[config.mk]
export PLATFORM = sky130hd
export DESIGN_NAME = cpumc_arbiter
export DESIGN_NICKNAME = d
export VERILOG_FILES = /design/src/rtl/cpumc_arbiter.sv
export SDC_FILE = /design/constraint.sdc
export NUM_CORES = 1
export LEC_CHECK = 0
export CAP_MARGIN = 20
export CORE_ASPECT_RATIO = 1.2
export CORE_MARGIN = 4
export CORE_UTILIZATION = 40
export DETAILED_ROUTE_END_ITERATION = 6
export PLACE_DENSITY = 0.88
export RECOVER_POWER = 100
export SYNTH_ARGS = -nofsm -noshare
export SYNTH_HDL_FRONTEND = slang
export SYNTH_SLANG_ARGS = --single-unit
[constraint.sdc]
create_clock -name clk_in -period 2.45 [get_ports clk_in]
set_input_delay 0.6125 -clock clk_in [delete_from_list [all_inputs] [get_ports clk_in]]
set_output_delay 0.6125 -clock clk_in [all_outputs]
set_load 0.005 [all_outputs]
[src/rtl/cpumc_arbiter.sv]
// -----------------------------------------------------------------------------
// cpumc_arbiter
//
// Shares the CPU memory bus (cpumc) between the debugger host interface (HCI),
// the sprite DMA engine and the CPU core. Priority is HCI > DMA > CPU and an
// owner is never preempted. Every ownership change passes through a park
// phase. During park the bus shows a read of the last driven address, so a
// write cannot leak across the handover.
//
// Parameters:
//   PARK_CYCLES     turnaround cycles between owners (1..15)
//   DMA_MAX_CYCLES  longest continuous DMA ownership before a forced release
//                   (16..65535)
//
// Ports:
//   clk_in, rst_in              clock, synchronous active-high reset
//   hci_req_in / hci_a_in / hci_r_nw_in / hci_d_in
//                               HCI request and bus cycle
//   hci_gnt_out                 HCI owns the bus
//   dma_req_in / dma_a_in / dma_r_nw_in / dma_d_in
//                               DMA request and bus cycle
//   dma_gnt_out                 DMA owns the bus
//   cpu_a_in / cpu_r_nw_in / cpu_d_in
//                               CPU bus cycle
//   cpu_ready_out               CPU READY (0 stalls the CPU)
//   mc_a_out / mc_r_nw_out / mc_d_out
//                               cpumc bus towards PRG, WRAM, PPU and joypad
//   owner_out                   0 = CPU, 1 = PARK, 2 = HCI, 3 = DMA
//   dma_timeout_out             sticky flag for a forced DMA release
// -----------------------------------------------------------------------------
module cpumc_arbiter #(
    parameter int unsigned PARK_CYCLES    = 1,
    parameter int unsigned DMA_MAX_CYCLES = 1024
) (
    input  logic        clk_in,
    input  logic        rst_in,
    input  logic        hci_req_in,
    input  logic [15:0] hci_a_in,
    input  logic        hci_r_nw_in,
    input  logic [7:0]  hci_d_in,
    output logic        hci_gnt_out,
    input  logic        dma_req_in,
    input  logic [15:0] dma_a_in,
    input  logic        dma_r_nw_in,
    input  logic [7:0]  dma_d_in,
    output logic        dma_gnt_out,
    input  logic [15:0] cpu_a_in,
    input  logic        cpu_r_nw_in,
    input  logic [7:0]  cpu_d_in,
    output logic        cpu_ready_out,
    output logic [15:0] mc_a_out,
    output logic        mc_r_nw_out,
    output logic [7:0]  mc_d_out,
    output logic [1:0]  owner_out,
    output logic        dma_timeout_out
);

    typedef enum logic [1:0] {
        S_CPU  = 2'd0,
        S_PARK = 2'd1,
        S_HCI  = 2'd2,
        S_DMA  = 2'd3
    } state_t;

    localparam logic [3:0]  PARK_LAST = 4'(PARK_CYCLES - 1);
    localparam logic [15:0] HOLD_LAST = 16'(DMA_MAX_CYCLES - 1);

    state_t      state_r;
    state_t      state_nxt_s;
    logic [3:0]  park_cnt_r;
    logic [15:0] hold_cnt_r;
    logic [15:0] held_a_r;
    logic        dma_block_r;
    logic        dma_timeout_r;
    logic        cpu_ready_r;
    logic        hci_gnt_r;
    logic        dma_gnt_r;
    logic [1:0]  owner_r;
    logic        dma_ok_s;
    logic        force_rel_s;
    logic [15:0] bus_a_s;
    logic        bus_r_nw_s;
    logic [7:0]  bus_d_s;

    // Next-owner decision; DMA stays ineligible after a forced release until
    // its request has been seen low once.
    always_comb begin
        dma_ok_s    = dma_req_in & ~dma_block_r;
        state_nxt_s = state_r;
        force_rel_s = 1'b0;
        case (state_r)
            S_CPU: begin
                if (hci_req_in || dma_ok_s) begin
                    state_nxt_s = S_PARK;
                end else begin
                    state_nxt_s = S_CPU;
                end
            end
            S_PARK: begin
                // Winner is re-evaluated at exit, so a request that vanished
                // during park hands the bus back to the CPU without a pulse.
                if (park_cnt_r == PARK_LAST) begin
                    if (hci_req_in) begin
                        state_nxt_s = S_HCI;
                    end else if (dma_ok_s) begin
                        state_nxt_s = S_DMA;
                    end else begin
                        state_nxt_s = S_CPU;
                    end
                end else begin
                    state_nxt_s = S_PARK;
                end
            end
            S_HCI: begin
                if (!hci_req_in) begin
                    state_nxt_s = S_PARK;
                end else begin
                    state_nxt_s = S_HCI;
                end
            end
            S_DMA: begin
                if (!dma_req_in) begin
                    state_nxt_s = S_PARK;
                end else if (hold_cnt_r == HOLD_LAST) begin
                    state_nxt_s = S_PARK;
                    force_rel_s = 1'b1;
                end else begin
                    state_nxt_s = S_DMA;
                end
            end
            default: begin
                state_nxt_s = S_CPU;
            end
        endcase
    end

    // Arbiter FSM, counters, park address holder and registered status outputs.
    always_ff @(posedge clk_in) begin
        if (rst_in) begin
            state_r       <= S_CPU;
            park_cnt_r    <= 4'd0;
            hold_cnt_r    <= 16'd0;
            held_a_r      <= 16'h0000;
            dma_block_r   <= 1'b0;
            dma_timeout_r <= 1'b0;
            cpu_ready_r   <= 1'b1;
            hci_gnt_r     <= 1'b0;
            dma_gnt_r     <= 1'b0;
            owner_r       <= 2'd0;
        end else begin
            state_r     <= state_nxt_s;
            cpu_ready_r <= (state_nxt_s == S_CPU);
            hci_gnt_r   <= (state_nxt_s == S_HCI);
            dma_gnt_r   <= (state_nxt_s == S_DMA);
            owner_r     <= state_nxt_s;

            if ((state_r == S_PARK) && (state_nxt_s == S_PARK)) begin
                park_cnt_r <= park_cnt_r + 4'd1;
            end else begin
                park_cnt_r <= 4'd0;
            end

            if ((state_r == S_DMA) && (state_nxt_s == S_DMA)) begin
                hold_cnt_r <= hold_cnt_r + 16'd1;
            end else begin
                hold_cnt_r <= 16'd0;
            end

            // Park keeps showing the address of the last owned cycle.
            if (state_r != S_PARK) begin
                held_a_r <= bus_a_s;
            end else begin
                held_a_r <= held_a_r;
            end

            if (force_rel_s) begin
                dma_block_r <= 1'b1;
            end else if (!dma_req_in) begin
                dma_block_r <= 1'b0;
            end else begin
                dma_block_r <= dma_block_r;
            end

            if (force_rel_s) begin
                dma_timeout_r <= 1'b1;
            end else begin
                dma_timeout_r <= dma_timeout_r;
            end
        end
    end

    // Bus distribution selected by the registered owner.
    always_comb begin
        bus_a_s    = cpu_a_in;
        bus_r_nw_s = cpu_r_nw_in;
        bus_d_s    = cpu_d_in;
        case (state_r)
            S_CPU: begin
                bus_a_s    = cpu_a_in;
                bus_r_nw_s = cpu_r_nw_in;
                bus_d_s    = cpu_d_in;
            end
            S_PARK: begin
                bus_a_s    = held_a_r;
                bus_r_nw_s = 1'b1;
                bus_d_s    = 8'h00;
            end
            S_HCI: begin
                bus_a_s    = hci_a_in;
                bus_r_nw_s = hci_r_nw_in;
                bus_d_s    = hci_d_in;
            end
            S_DMA: begin
                bus_a_s    = dma_a_in;
                bus_r_nw_s = dma_r_nw_in;
                bus_d_s    = dma_d_in;
            end
            default: begin
                bus_a_s    = cpu_a_in;
                bus_r_nw_s = cpu_r_nw_in;
                bus_d_s    = cpu_d_in;
            end
        endcase
    end

    assign mc_a_out        = bus_a_s;
    assign mc_r_nw_out     = bus_r_nw_s;
    assign mc_d_out        = bus_d_s;
    assign cpu_ready_out   = cpu_ready_r;
    assign hci_gnt_out     = hci_gnt_r;
    assign dma_gnt_out     = dma_gnt_r;
    assign owner_out       = owner_r;
    assign dma_timeout_out = dma_timeout_r;

endmodule

==> flow_summary.ini, run 1 <==
[synth]
syn-cell-area_um2 = 2187
synth_fa_ha_area_frac = 0.01716
synth.top_cells.by_area = dfxtp_1, mux4_2, nor2b_1
synth_top_area_cell = dfxtp_1
synth_edf_count = 0
yosysSeqAreaShare = 0.3936
syn-instance-count = 211
synth.top_cell.area_share = 0.3936
synth.area.mux_share = 0.2065
yosys_warnings = 0
async_flop_share = 0
synthSimpleGateAreaFrac = 0.2191
syn_nets = 293
syn_area_per_cell_um2 = 10.37
synth_xor_area_frac = 0.05606
synth_cell_types = 40
ys_seq_elements = 43
ys.flop_type = dfxtp_1
synth_compound_area_frac = 0.06922
synth_top_family_by_area = simple AND/OR/NAND/NOR gates

[hold_path]
holdCritStartpoint = park_cnt_r[0]
min_path_cells = 1
min_to = park_cnt_r[0]
hold_path.class = reg2reg

[clock_tree]
cts_buffers = 5
cts_hold_buf = 0
post_cts_buffers = 0
cts_resized = 19
htree_num_levels = 2
clock_sinks = 43
clk_pin_slew_ns = 0.08
clock-root-buffer = clkbuf_8
cts_tree = yes
clock_path_buffers = 2
clock_latency_ns = 0.29

[layout]
final_cell_mix = clkdlybuf4s50_1, dfxtp_1, nor2b_1
final_area_um2 = 3452
syn_to_final_growth_pct = 57.84
layout_commonest_cell = clkdlybuf4s50_1
drive_gt1_frac = 0.1184
nets = 402
diodes = 0

[critical_path]
timing.rr.end = hold_cnt_r[12]
reg2reg_depth = 6
worst-path-max-fanout = 2
crit_path_max_incr_delay_ns = 0.48
arrival_ns = 1.81
r2r_start = park_cnt_r[0]
crit_slowest_cell = mux4_2
start_kind = primary input
critPathCaptureType = primary output
critPathKind = in2out
cp_num_buf_inv = 2
path_delay_family = buffers and inverters
cp_cell_sequence = clkdlybuf4s50_1, mux4_2, dlygate4sd2_1
worst-r2r-setup-slack_ns = 0.52
crit_required_ns = 1.84

[sta]
fin_setup_tns_ns = 0
finalSetupViolCount = 0
hold_viol = 0
fin_crit_sh = 0.9903
worst_pin_slew_ns = 1.087
slew_headroom = 0.2752
setup_slack_ns = 0.02386
fmax_mhz = 412.2
fin_worst_skew_ns = 0.004848
fin_crit_ns = 2.426
drv_slew = 0
fin_hold_ws_ns = 0.4698

[floorplan]
die_w_um = 75.50
fp-row-count = 29
start_util = 0.4128
die_h_um = 89
core_um2 = 5298
io_pins = 110
die_area_um2 = 6720

[route]
post_drt_via_cell_ratio = 5.355
routed_wl_um = 6237
detail-route-antenna-nets = 0
wire_per_inst_um = 16.28
drcViolationCount = 0
drt_iter0_markers = 66
vias = 2051
drt-pass1-iter-count = 4

[grt]
antenna_found_initial = 0
grt-ovfl-total = 0
grt_max_degree = 32
grt_pass1_vias = 1976
grt_first_pass_wirelength_um = 9266
grt_usage = 0.1792

[power_and_ir_drop]
power_density_nw_per_um2 = 480.6
ir_drop_v = 0.0004324
total_power_mw = 1.659
leakage_nw = 1.272

[outcome]
outcome = complete, no violations

[place]
pre_cts_ws_ns = -0.1723
io_buffers = 109
hpwl_um = 4908
place_area_um2 = 3373
place_congestion = 0.7643

[flow_run]
drv_cap = 0
## power breakdown
group | internal [mW] | total [mW] | switching (mW)
sequential | 0.734 | 0.748 | 0.0136
clock | 0.200 | 0.431 | 0.231
combinational | 0.315 | 0.480 | 0.165
## cell families after synthesis
logic type	Yosys count
multiplexers	25
AO/OA/AOI/OAI	22
flip-flops	43
XOR/XNOR	14
AND/OR/NAND/NOR	84
adder cells (fa/ha/maj)	3
buffers and inverters	20
## layout make-up
type / instances / area, um2
Clock buffer: 7 / 76.32
Clock inverter: 1 / 5.005
Fill cell: 430 / 1846
Inverter: 6 / 22.52
Multi-Input combinational cell: 148 / 1244
Sequential cell: 43 / 864.6
Tap cell: 62 / 77.57
Timing Repair Buffer: 116 / 1162
## flip-flops by register name (all words and copies together) (netlist names)
name,flops
owner_out,2
dma_gnt_out,1
hci_gnt_out,1
held_a_r,16
hold_cnt_r,16
dma_block_r,1
cpu_ready_out,1
park_cnt_r,4
dma_timeout_out,1
## worst register-to-register path: cells and delay by family (launching register included)
family / cells / cell delay [ns]
AND/OR/NAND/NOR: 3 / 0.62
adder cells (fa/ha/maj): 1 / 0.13
flip-flops: 1 / 0.34
AO/OA/AOI/OAI: 1 / 0.64
buffers and inverters: 1 / 0.06
## per-stage QoR
stage                     cells    util
after global placement      375  0.6368
final                       383  0.6516
after global routing        383  0.6516
after CTS                   383  0.6495
after floorplan             211       -
after detailed placement    375  0.6368
## metal layers
metal / up-vias / global-route usage / routed length [um]
met2: 89 / 0.3205 / 3175
li1: 981 / - / -
met1: 969 / 0.2059 / 2327
met4: 0 / 0.04452 / 108
met3: 12 / 0.05512 / 625
met5: - / 0 / 0
## how the worst max path moves through the flow
stage,slack (ns),startpoint,to,cells after the start
finish,0.02,hci_a_in[9],mc_a_out[9],3
global route,-0.004,owner_out[1],mc_d_out[4],5
CTS,0.005,owner_out[1],mc_d_out[2],5
detailed placement,-0.17,dma_a_in[8],mc_a_out[8],3
global placement,-0.14,dma_a_in[11],mc_a_out[11],3
floorplan,0.30,owner_out[1],mc_r_nw_out,5
## synth_stat cells, types with 2 or more instances
cell type,instances
nand2_1,14
and4_1,3
nor2_1,8
inv_1,6
nand2b_1,3
o21ai_0,11
dfxtp_1,43
nor2b_1,17
mux4_2,16
nand3_1,4
nor3_1,15
or3_1,4
clkbuf_1,6
buf_2,7
xnor2_1,6
ha_1,3
and2_1,2
nand4_1,4
xor2_1,8
mux2i_1,8
nor3b_1,3
a211oi_2,2
Note: power is estimated with default switching activity, not from simulation.
==> run 2: changes to the inputs <==
- ABC_AREA: default -> 1
- CORE_UTILIZATION: 40 -> 42
- CTS_BUF_LIST: default -> sky130_fd_sc_hd__clkbuf_8
- PLACE_DENSITY: 0.88 -> 0.91
==> run 2 against run 1 <==
Effect of this change:
- sequential share of layout area decreased by 0.87 points
- count of clock-buffer cells in the layout decreased by 1
- register-to-register slack improved by 0.18 ns
- first-iteration DRC count increased to 2.8 times the previous value
- final cell count increased by 31%
- maximum frequency increased by 1.1%
- non-clock buffer count increased by 3
- die area decreased by 1.8%
- critical path depth increased by 1
- total power increased by 17%
- wire length increased by 18%
- synthesized cell count increased by 54%
==> flow_summary.ini, run 2 <==
[route]
drt-pass1-iter-count = 4
drcViolationCount = 0
met1_length_um = 2770
drt_iter0_markers = 186
post_drt_via_cell_ratio = 5.070
wl_met3_um = 808
routed_wl_um = 7336
detail-route-antenna-nets = 0
vias = 2550
top_layer = met4
wl_met2_um = 3592
wire_per_inst_um = 14.58

[grt]
grt_max_degree = 27
grt_first_pass_wirelength_um = 11500
grt_usage = 0.2239
grt_pass1_vias = 2538
antenna_found_initial = 0
grt-ovfl-total = 0

[synth]
ys_seq_elements = 43
ys.flop_type = dfxtp_1
synth_top_area_cell = dfxtp_1
syn_nets = 407
yosys_warnings = 0
synth_edf_count = 0
yosysSeqAreaShare = 0.3824
syn-instance-count = 325
synth_cell_types = 27
syn_area_per_cell_um2 = 6.926
synth.most_common_cell = nand2_1
synth_common_cells = nand2_1, dfxtp_1, inv_1
async_flop_share = 0
syn-cell-area_um2 = 2251
synth.top_cells.by_area = dfxtp_1, nand2_1, nand4_1
synth.top_cell.area_share = 0.3824

[clock_tree]
clock_sinks = 43
clock_path_buffers = 2
cts_tree = yes
cts_buffers = 5
clock_latency_ns = 0.29
cts_hold_buf = 0
clock-root-buffer = clkbuf_8
htree_num_levels = 2
clk_pin_slew_ns = 0.08

[critical_path]
worst-path-max-fanout = 2
critPathCaptureType = primary output
start_kind = primary input
arrival_ns = 1.79
critPathKind = in2out
crit_required_ns = 1.84

[sta]
finalSetupViolCount = 0
fin_crit_sh = 0.9797
worst_pin_slew_ns = 0.6532
setup_slack_ns = 0.04962
rsz0062_at_grt = false
hold_viol = 0
fin_worst_skew_ns = 0.007461
slew_headroom = 0.5633
fmax_mhz = 416.6
fin_crit_ns = 2.400
drv_slew = 0
fin_setup_tns_ns = 0

[layout]
top_regs = held_a_r: 16 flops, hold_cnt_r: 16 flops, park_cnt_r: 4 flops
drive_gt1_frac = 0.08804
diodes = 0
final_cell_mix = nand2_1, clkdlybuf4s50_1, dfxtp_1
nets = 524
utilization = 0.7121
layout_commonest_cell = nand2_1
final_area_um2 = 3592
syn_to_final_growth_pct = 59.59

[place]
place_congestion = 0.8702
io_buffers = 109
place_area_um2 = 3430
pre_cts_ws_ns = 0.05992
hpwl_um = 5630

[power_and_ir_drop]
power_density_nw_per_um2 = 539.9
ir_drop_v = 0.0004363
leakage_nw = 1.425

[floorplan]
die_h_um = 88.20
start_util = 0.4462
core_um2 = 5045
fp-row-count = 28
io_pins = 110
die_area_um2 = 6600
die_w_um = 74.83

[flow_run]
drv_cap = 0

[outcome]
outcome = complete, no violations

[hold_path]
hold_path.class = reg2reg
==> run 2: changes by cell type in the layout (fill, tap and decap cells not counted), moves of 8 or more <==
| cell | delta |
|---|---|
| nor2b_1 | -17 |
| mux2i_1 | -8 |
| o21ai_0 | -8 |
| and2_0 | +11 |
| nand4_1 | +15 |
| mux4_2 | -16 |
| nand2_1 | +110 |
| nor3_1 | -10 |
| dlygate4sd2_1 | -16 |
| nor2_1 | +13 |
| inv_1 | +16 |
| clkdlybuf4s50_1 | +14 |
| nand3_1 | +16 |
==> run 2: worst paths after layout <==
path | start | end | slack [ns] | cells past startpoint
worst min register to register | dma_timeout_out | dma_timeout_out | 0.45 | 2
worst max register to register | hold_cnt_r[0] | hold_cnt_r[3] | 0.70 | 6
worst max-delay path | dma_a_in[13] | mc_a_out[13] | 0.05 | 4
worst min-delay path | dma_timeout_out | dma_timeout_out | 0.45 | 2
==> run 2: area by class of cell <==
cell class / instances / area [um2]
fillers: 387 / 1453
multi-input cells: 248 / 1220
repair buffers: 119 / 1217
flip-flops and latches: 43 / 868.3
inverters: 25 / 93.84
clock buffers: 6 / 82.58
well taps: 60 / 75.07
clock inverters: 2 / 35.03
==> run 2: repair_timing <==
| action | 4_1_cts | 5_1_grt |
|---|---|---|
| setup buffers | 3 | 2 |
| pin swaps | 1 | 1 |
| resized for setup | 3 | 7 |
| setup endpoints to repair | 25 | 16 |
==> run 2: metal layers <==
| metal | vias to the layer above | track usage |
|---|---|---|
| met1 | 1162 | 0.2339 |
| met2 | 101 | 0.4136 |
| met5 | - | 0 |
| met4 | 0 | 0.07282 |
| met3 | 17 | 0.07233 |
| li1 | 1270 | - |
==> run 2: through the flow <==
step                hold WS [ns]  instances  total power [mW]
floorplan                 0.4175        325            0.9968
finish                    0.4521        503             1.940
detailed placement        0.4488        490             1.373
CTS                       0.4602        501             1.960
global placement          0.4310        490             1.361
global route              0.4834        503             2.035
==> run 2: report_power, final <==
part	switching [mW]	total [mW]	internal (mW)
Sequential	0.0189	0.762	0.743
Combinational	0.250	0.611	0.361
Clock	0.236	0.566	0.330
Total	0.505	1.94	1.43
==> run 2: kinds of logic (layout without fill, tap and decap cells) <==
kind of cell,Yosys count,count (layout),share of synthesized area
fa+ha+maj,3,3,0.01668
buf+inv,34,152,0.06948
simple gates,225,225,0.4686
xor+xnor,7,7,0.02724
flops,43,43,0.3824
compound gates,13,13,0.03557
==> run 2: worst max-delay path: stages <==
cell and delay, ns:
clkdlybuf4s50_1 0.46, nand2_1 0.05, nand4_1 0.14, clkdlybuf4s50_1 0.52
